==> src/rtl/parking_pkg.sv <==
// parking_pkg: shared FSM states, slot constants and slot-to-one-hot helper.
package parking_pkg;

    typedef enum logic [1:0] {IDLE, ON, OFF} state_t;

    localparam int SLOT_NONE = 0;

    // Slots are 1-based; slot 0 means no LED at all.
    function automatic logic [15:0] slot_onehot(input logic [3:0] s);
        return (s == 4'(SLOT_NONE)) ? 16'd0 : 16'd1 << (s - 4'd1);
    endfunction

endpackage

==> src/rtl/led_phase_timer.sv <==
// led_phase_timer: loadable down-counter; expire is high in the last cycle of a loaded phase.
module led_phase_timer #(
    parameter int W = 3
) (
    input  logic         clk,
    input  logic         rst_n,
    input  logic         load,
    input  logic [W-1:0] load_val,
    output logic         expire
);

    logic [W-1:0] cnt;

    always_ff @(posedge clk)
        if (!rst_n)
            cnt <= '0;
        else if (load)
            cnt <= load_val;
        else if (cnt != '0)
            cnt <= cnt - 1'b1;

    assign expire = (cnt == W'(1));

endmodule

==> src/rtl/led_slot_indicator.sv <==
// led_slot_indicator: blinks the LED of an assigned parking slot for a set number of periods.
// Define LED_OCCUPANCY_EN to add the occupied port and overlay steady occupancy on the LEDs.
module led_slot_indicator
    import parking_pkg::*;
#(
    parameter  int N_SLOTS    = 6,
    parameter  int ON_CYCLES  = 4,
    parameter  int OFF_CYCLES = 4,
    parameter  int BLINKS     = 3,
    localparam int SLOT_W     = $clog2(N_SLOTS + 1)
) (
    input  logic               clk,
    input  logic               rst_n,
    input  logic               start,
    input  logic [SLOT_W-1:0]  slot,
    input  logic               cancel,
`ifdef LED_OCCUPANCY_EN
    input  logic [N_SLOTS-1:0] occupied,
`endif
    output logic [N_SLOTS-1:0] led,
    output logic               busy,
    output logic               done,
    output logic               err
);

    localparam int BW   = (BLINKS == 0) ? 1 : $clog2(BLINKS + 1);
    localparam int MAXC = (ON_CYCLES > OFF_CYCLES) ? ON_CYCLES : OFF_CYCLES;
    localparam int TW   = $clog2(MAXC + 1);

    state_t             state, state_n;
    logic [SLOT_W-1:0]  slot_q, slot_n;
    logic [BW-1:0]      bc, bc_n;
    logic               load, expire, valid, done_n, err_n;
    logic [TW-1:0]      load_val;
    logic [N_SLOTS-1:0] mask_n, led_n;

    led_phase_timer #(.W(TW)) u_timer (
        .clk      (clk),
        .rst_n    (rst_n),
        .load     (load),
        .load_val (load_val),
        .expire   (expire)
    );

    assign valid = start && slot != '0 && slot <= SLOT_W'(N_SLOTS);

    always_comb begin
        state_n  = state;
        slot_n   = slot_q;
        bc_n     = bc;
        load     = 1'b0;
        load_val = TW'(ON_CYCLES);
        done_n   = 1'b0;
        err_n    = start && !valid && !cancel;
        if (cancel) begin
            state_n = IDLE;
            slot_n  = SLOT_W'(SLOT_NONE);
            bc_n    = '0;
        end else if (valid) begin
            state_n = ON;
            slot_n  = slot;
            bc_n    = '0;
            load    = 1'b1;
        end else begin
            case (state)
                ON: if (expire) begin
                    state_n  = OFF;
                    load     = 1'b1;
                    load_val = TW'(OFF_CYCLES);
                end
                OFF: if (expire) begin
                    // BLINKS=0 never reaches the final-blink branch.
                    if (BLINKS != 0 && bc == BW'(BLINKS - 1)) begin
                        state_n = IDLE;
                        slot_n  = SLOT_W'(SLOT_NONE);
                        done_n  = 1'b1;
                    end else begin
                        state_n = ON;
                        bc_n    = bc + 1'b1;
                        load    = 1'b1;
                    end
                end
                default: ;
            endcase
        end
        mask_n = N_SLOTS'(slot_onehot(4'(slot_n)));
`ifdef LED_OCCUPANCY_EN
        led_n  = ((state_n == ON) ? mask_n : '0) | (occupied & ~mask_n);
`else
        led_n  = (state_n == ON) ? mask_n : '0;
`endif
    end

    always_ff @(posedge clk)
        if (!rst_n) begin
            state  <= IDLE;
            slot_q <= SLOT_W'(SLOT_NONE);
            bc     <= '0;
            led    <= '0;
            busy   <= 1'b0;
            done   <= 1'b0;
            err    <= 1'b0;
        end else begin
            state  <= state_n;
            slot_q <= slot_n;
            bc     <= bc_n;
            led    <= led_n;
            busy   <= state_n != IDLE;
            done   <= done_n;
            err    <= err_n;
        end

endmodule

==> config.mk <==
export PLATFORM = sky130hd
export DESIGN_NAME = led_slot_indicator
export DESIGN_NICKNAME = d
export VERILOG_FILES = /design/src/rtl/parking_pkg.sv /design/src/rtl/led_phase_timer.sv /design/src/rtl/led_slot_indicator.sv
export SDC_FILE = /design/constraint.sdc
export NUM_CORES = 1
export LEC_CHECK = 0
export CORE_UTILIZATION = 50
export DETAILED_ROUTE_END_ITERATION = 10
export GPL_TIMING_DRIVEN = 0
export PLACE_DENSITY = 0.79
export SLEW_MARGIN = 40
export SYNTH_ARGS = -nofsm -noshare
export SYNTH_HDL_FRONTEND = slang
export SYNTH_HIERARCHICAL = 1
export SYNTH_SLANG_ARGS = --single-unit
==> constraint.sdc <==
create_clock -name clk -period 2.9 [get_ports clk]
set_input_delay 0.725 -clock clk [delete_from_list [all_inputs] [get_ports clk]]
set_output_delay 0.725 -clock clk [all_outputs]
set_load 0.05 [all_outputs]
Word level (Yosys, flattened, before mapping). Cells that the tools add are included.

Register bits after elaboration: 19. Latch bits: 0. Bits in writable memories: 0. Memory bits (read-only): 0. Input bits: 7. Output and inout port bits: 9. Logic and storage cells: 60. Memories: 0.

Add/sub/neg operators: 3. $mul: 0. Div/mod/pow operators: 0. Order comparisons: 1. Equal/unequal tests: 5. Shift-type cells: 1. Muxes and demuxes: 20. Bitwise logic cells: 5. Reduce and logical (&&, ||, !) cells: 16.

Operator list (number): $mux 3 (7); $mux 2 (4); $mux 1 (7); $reduce_bool 3->1 (2); $reduce_or 3->1 (2); $shl 1x4->6 const A (1); $not 1->1 (5); $reduce_or 5->1 (1); $eq 2x1->1 const B (2); $eq 2x2->1 const B (2); $logic_and 1x1->1 (4); $pmux 2 s2 (1); $reduce_bool 2->1 (2); $sub 3x1->4 const B (1); $eq 3x1->1 const B (1); $le 3x3->1 const B (1); $logic_not 3->1 (1); $reduce_and 3->1 (1); $sub 3x1->3 const B (1); $add 2x1->2 const B (1); $logic_not 1->1 (2); $pmux 1 s2 (1); $reduce_or 2->1 (1).

Depth between registers and ports, before layout.
Word-level depth: 9. Mapped depth: 12. Depth with buffers taken out: 12.

Cells and area by module. Netlist, hierarchy kept.

By module, submodules not included: led_slot_indicator (times used 1, cells an instance 95, area each 837.1 sq um, sequential area each 320.3 sq um); led_phase_timer (times used 1, cells an instance 23, area each 220.2 sq um, sequential area each 60.1 sq um).

Worst setup path after synthesis. No wires, ideal clock.

Path kind: input port to flip-flop. From: input slot[2]. To: register led[3]. Arrival: 2.426 ns. Data required time: 2.814 ns. Slack: 0.388 ns. Stages on the path: 8. Cell sequence: or3_4 > nand3_4 > mux2i_1 > or2_1 > ha_1 > inv_1 > or3_1 > a211oi_1.

Longest elaborated chain between the ends: 8.

RTL lines: start, declared (line led_slot_indicator.sv:15) `input logic [SLOT_W-1:0] slot,`; parallel branches: the longest is 8 deep, another holds $sub 3x1->4; end signal, assigned (line led_slot_indicator.sv:107) `led <= led_n;`; end, declared (line led_slot_indicator.sv:20) `output logic [N_SLOTS-1:0] led,`.

Parallel ways; which one is timed is not known. A chain may end at the register's enable or synchronous reset.

Final worst setup path. Same ends and word-level chain as after synthesis.

==> results.txt <==
Via Count - 900
Total Wirelength - 2085 µm
Worst Hold Endpoint - bc[1]
Top FF cell, synth - dfxtp_1
DP Wirelength - 1585 µm
Part of the power in registers - 0.496
Critical Path AT - 3.04 ns
Slew headroom - 0.6423
EDFF count, synth - 0
Startpoint types - input port
ANT cells - 0
NetSw - 178.9 µW
Clk pwr share - 0.232
R2r setup slk - 0.29 ns
Hold Startpoint - bc[1]
Die width - 47.99 µm
Most frequent cell after synthesis - dfxtp_1
Routed len/inst - 12.56 µm
FF-to-FF End - led[3]
MaxCap Viol Count - 0
Utilization after layout - 0.6566
Dpl ws - -0.3632 ns
Total congestion overflow - 0
Final setup vio count - 0
Synth top area share - 0.3598
Worst r2r src - u_timer/cnt[1]
Placed Cells - 161
Yosys warns - 6
All-Layer GR Usage - 0.1895
Maximum fanout along the worst path - 8
Setup crit end kind - register
Post-route antenna net violation count - 0
Synth Cell Area - 1057 µm²
Largest net degree at the start of global routing - 11
P_leak - 0.5025 nW
Critical path data required time - 3.12 ns
Avg Vias per Cell - 5.422
Max-slew violation count - 0
CTS tree - done
DIE AREA - 2303 µm²
Synth area leaders - dfxtp_1 36%, ha_1 12%, nor2_1 4.6%
Site row count - 16
Core area - 1982 µm²
Crit path from - slot[2]
Final Cycle Share - 0.9730
Nets - 157
Initial Util - 0.5335
Initial antenna violation count - 0
Async SR Flop Fraction - 0
Flops & latches, synth - 19
Clk Latency, worst-skew pair - 0.30 ns
Die height - 47.99 µm
Worst Hold Class - register to register
Vias in the first global route - 721
Netlist cell types - 37
H-Tree Level Count - 1
Skew final - 0.008201 ns
Share of cells above drive strength 1 - 0.1151
Period minus WS final - 2.822 ns
Setup ws final - 0.07834 ns
Worst Reg-to-Reg Cells - 11
Clock-pin slew on the worst setup and hold paths - 0.10 ns
Slew @ Worst Pin - 0.5365 ns
Highest clock rate - 354.4 MHz
Logic pwr share - 0.272
Root buf cell - clkbuf_4
CTS buffer count - 3
Clk sinks - 19
Final Hold Vio Count - 0
Number of port buffers - 15
Drt drc - 0
Hold depth - 2
Pwr/cell area - 450.7 nW/µm²
Clock buffer depth - 2
Post-synthesis sequential area ratio - 0.3598
Starting DRT DRC Count - 20
Finished Layout Cells - 166
Yosys top cell by area - dfxtp_1
Post-Syn Area per Cell - 8.960 µm²
Post-Synthesis Cells - 118
Synth top cells by count - 19 x dfxtp_1, 13 x nor2_1, 10 x ha_1, 8 x inv_1, 7 x nor2b_1
RePlAce Congestion - 0.7102
Min Hold Slack - 0.5188 ns
Worst vdd ir - 0.3282 mV
Crit Path Class - input port to register
Status - finished, final reports clean
First-pass GRT wire length - 3001 µm
Switching share of power - 0.3051
Io pins - 16
First-pass DRT Iterations - 4
# fillers - 160
Area Overhead vs Synth - 23.08%
Power Internal - 407.6 µW
## final cells by class
cell class	instances	area (µm²)	area share
timing repair buffer	16	160.2	0.1231
clock buffer	4	26.28	0.02019
multi-input combinational	90	663.1	0.5096
tap	27	33.78	0.02596
sequential	19	380.4	0.2923
inverter	10	37.54	0.02885
## state kept, by name (all words and copies together), names as in the netlist
name	count
state	2
u_timer/cnt	3
done	1
busy	1
led	6
bc	2
slot_q	3
err	1
## critical path: stages
cell,delay [ns]
clkdlybuf4s50_1,0.47
or3_4,0.42
nand3_4,0.14
mux2i_1,0.28
or2_4,0.19
ha_4,0.14
inv_1,0.06
or3_1,0.40
a211oi_2,0.21
## layout by cell type, fill, tap and decap left out, types with 2 or more instances in the layout
cell type,synthesis,layout
inv_2,2,2
nor2b_2,2,2
dfxtp_1,19,19
nor2b_1,7,7
a31oi_1,4,4
inv_1,8,8
conb_1,2,3
a211oi_2,1,2
nand2_1,5,5
o21ai_0,3,3
nor4b_1,2,2
a2111oi_1,2,2
a21oi_1,2,2
nand3b_1,2,2
or2_4,1,2
clkdlybuf4s50_1,0,14
mux2i_1,4,4
nor2_1,13,13
nand3_1,3,3
clkbuf_4,0,3
nor3_1,2,2
and2_1,5,5
ha_1,10,9
nand2b_1,3,3
## per-stage QoR
| step | cell area, µm² | TNS [ns] | power (mW) |
|---|---|---|---|
| global route | 1301 | -0.001982 | 0.6172 |
| finish | 1301 | 0 | 0.5865 |
| floorplan | 1061 | 0 | 0.4103 |
| CTS | 1284 | 0 | 0.5863 |
| global placement | 1245 | -0.6669 | 0.4422 |
| detailed placement | 1245 | -0.9991 | 0.4511 |
## power groups by stage
| stage | Clock, mW | Combinational (mW) | Sequential [mW] |
|---|---|---|---|
| 2_1_floorplan | 0 | 0.111 | 0.299 |
| 3_3_place_gp | 0 | 0.146 | 0.296 |
| 3_5_place_dp | 0 | 0.154 | 0.297 |
| 4_1_cts | 0.139 | 0.156 | 0.291 |
| 5_1_grt | 0.147 | 0.176 | 0.294 |
| 6_report | 0.136 | 0.159 | 0.291 |
## kinds of logic after synthesis
family,after synthesis,share of synthesized area
AO/OA/AOI/OAI,19,0.1325
flip-flops,19,0.3598
AND/OR/NAND/NOR,53,0.3006
multiplexers,4,0.03787
adder cells (fa/ha/maj),10,0.1183
other,2,0.007103
buffers and inverters,10,0.03551
XOR/XNOR,1,0.008286
## worst max path at each step
stage | cells past startpoint | slack (ns) | to
floorplan | 8 | 0.39 | led[3]
global placement | 9 | -0.28 | led[3]
detailed placement | 9 | -0.36 | led[3]
CTS | 9 | 0.04 | led[3]
global route | 9 | -0.002 | led[3]
finish | 9 | 0.08 | led[3]
## layer usage
metal	up-vias	GRT usage	part of all wire
met2	22	0.3027	0.49
li1	447	-	-
met3	5	0.04528	0.038
met5	-	0	0
met4	0	0.06667	0.016
met1	426	0.2483	0.45
## timing repair
item / CTS / global route
endpoints found under the setup margin: 1 / 2
pin swaps: 1 / 1
buffers inserted: 1 / 0
hold buffers: 0 / 0
gates resized for setup: 1 / 4
No activity file was read; power rests on OpenSTA's default activity.
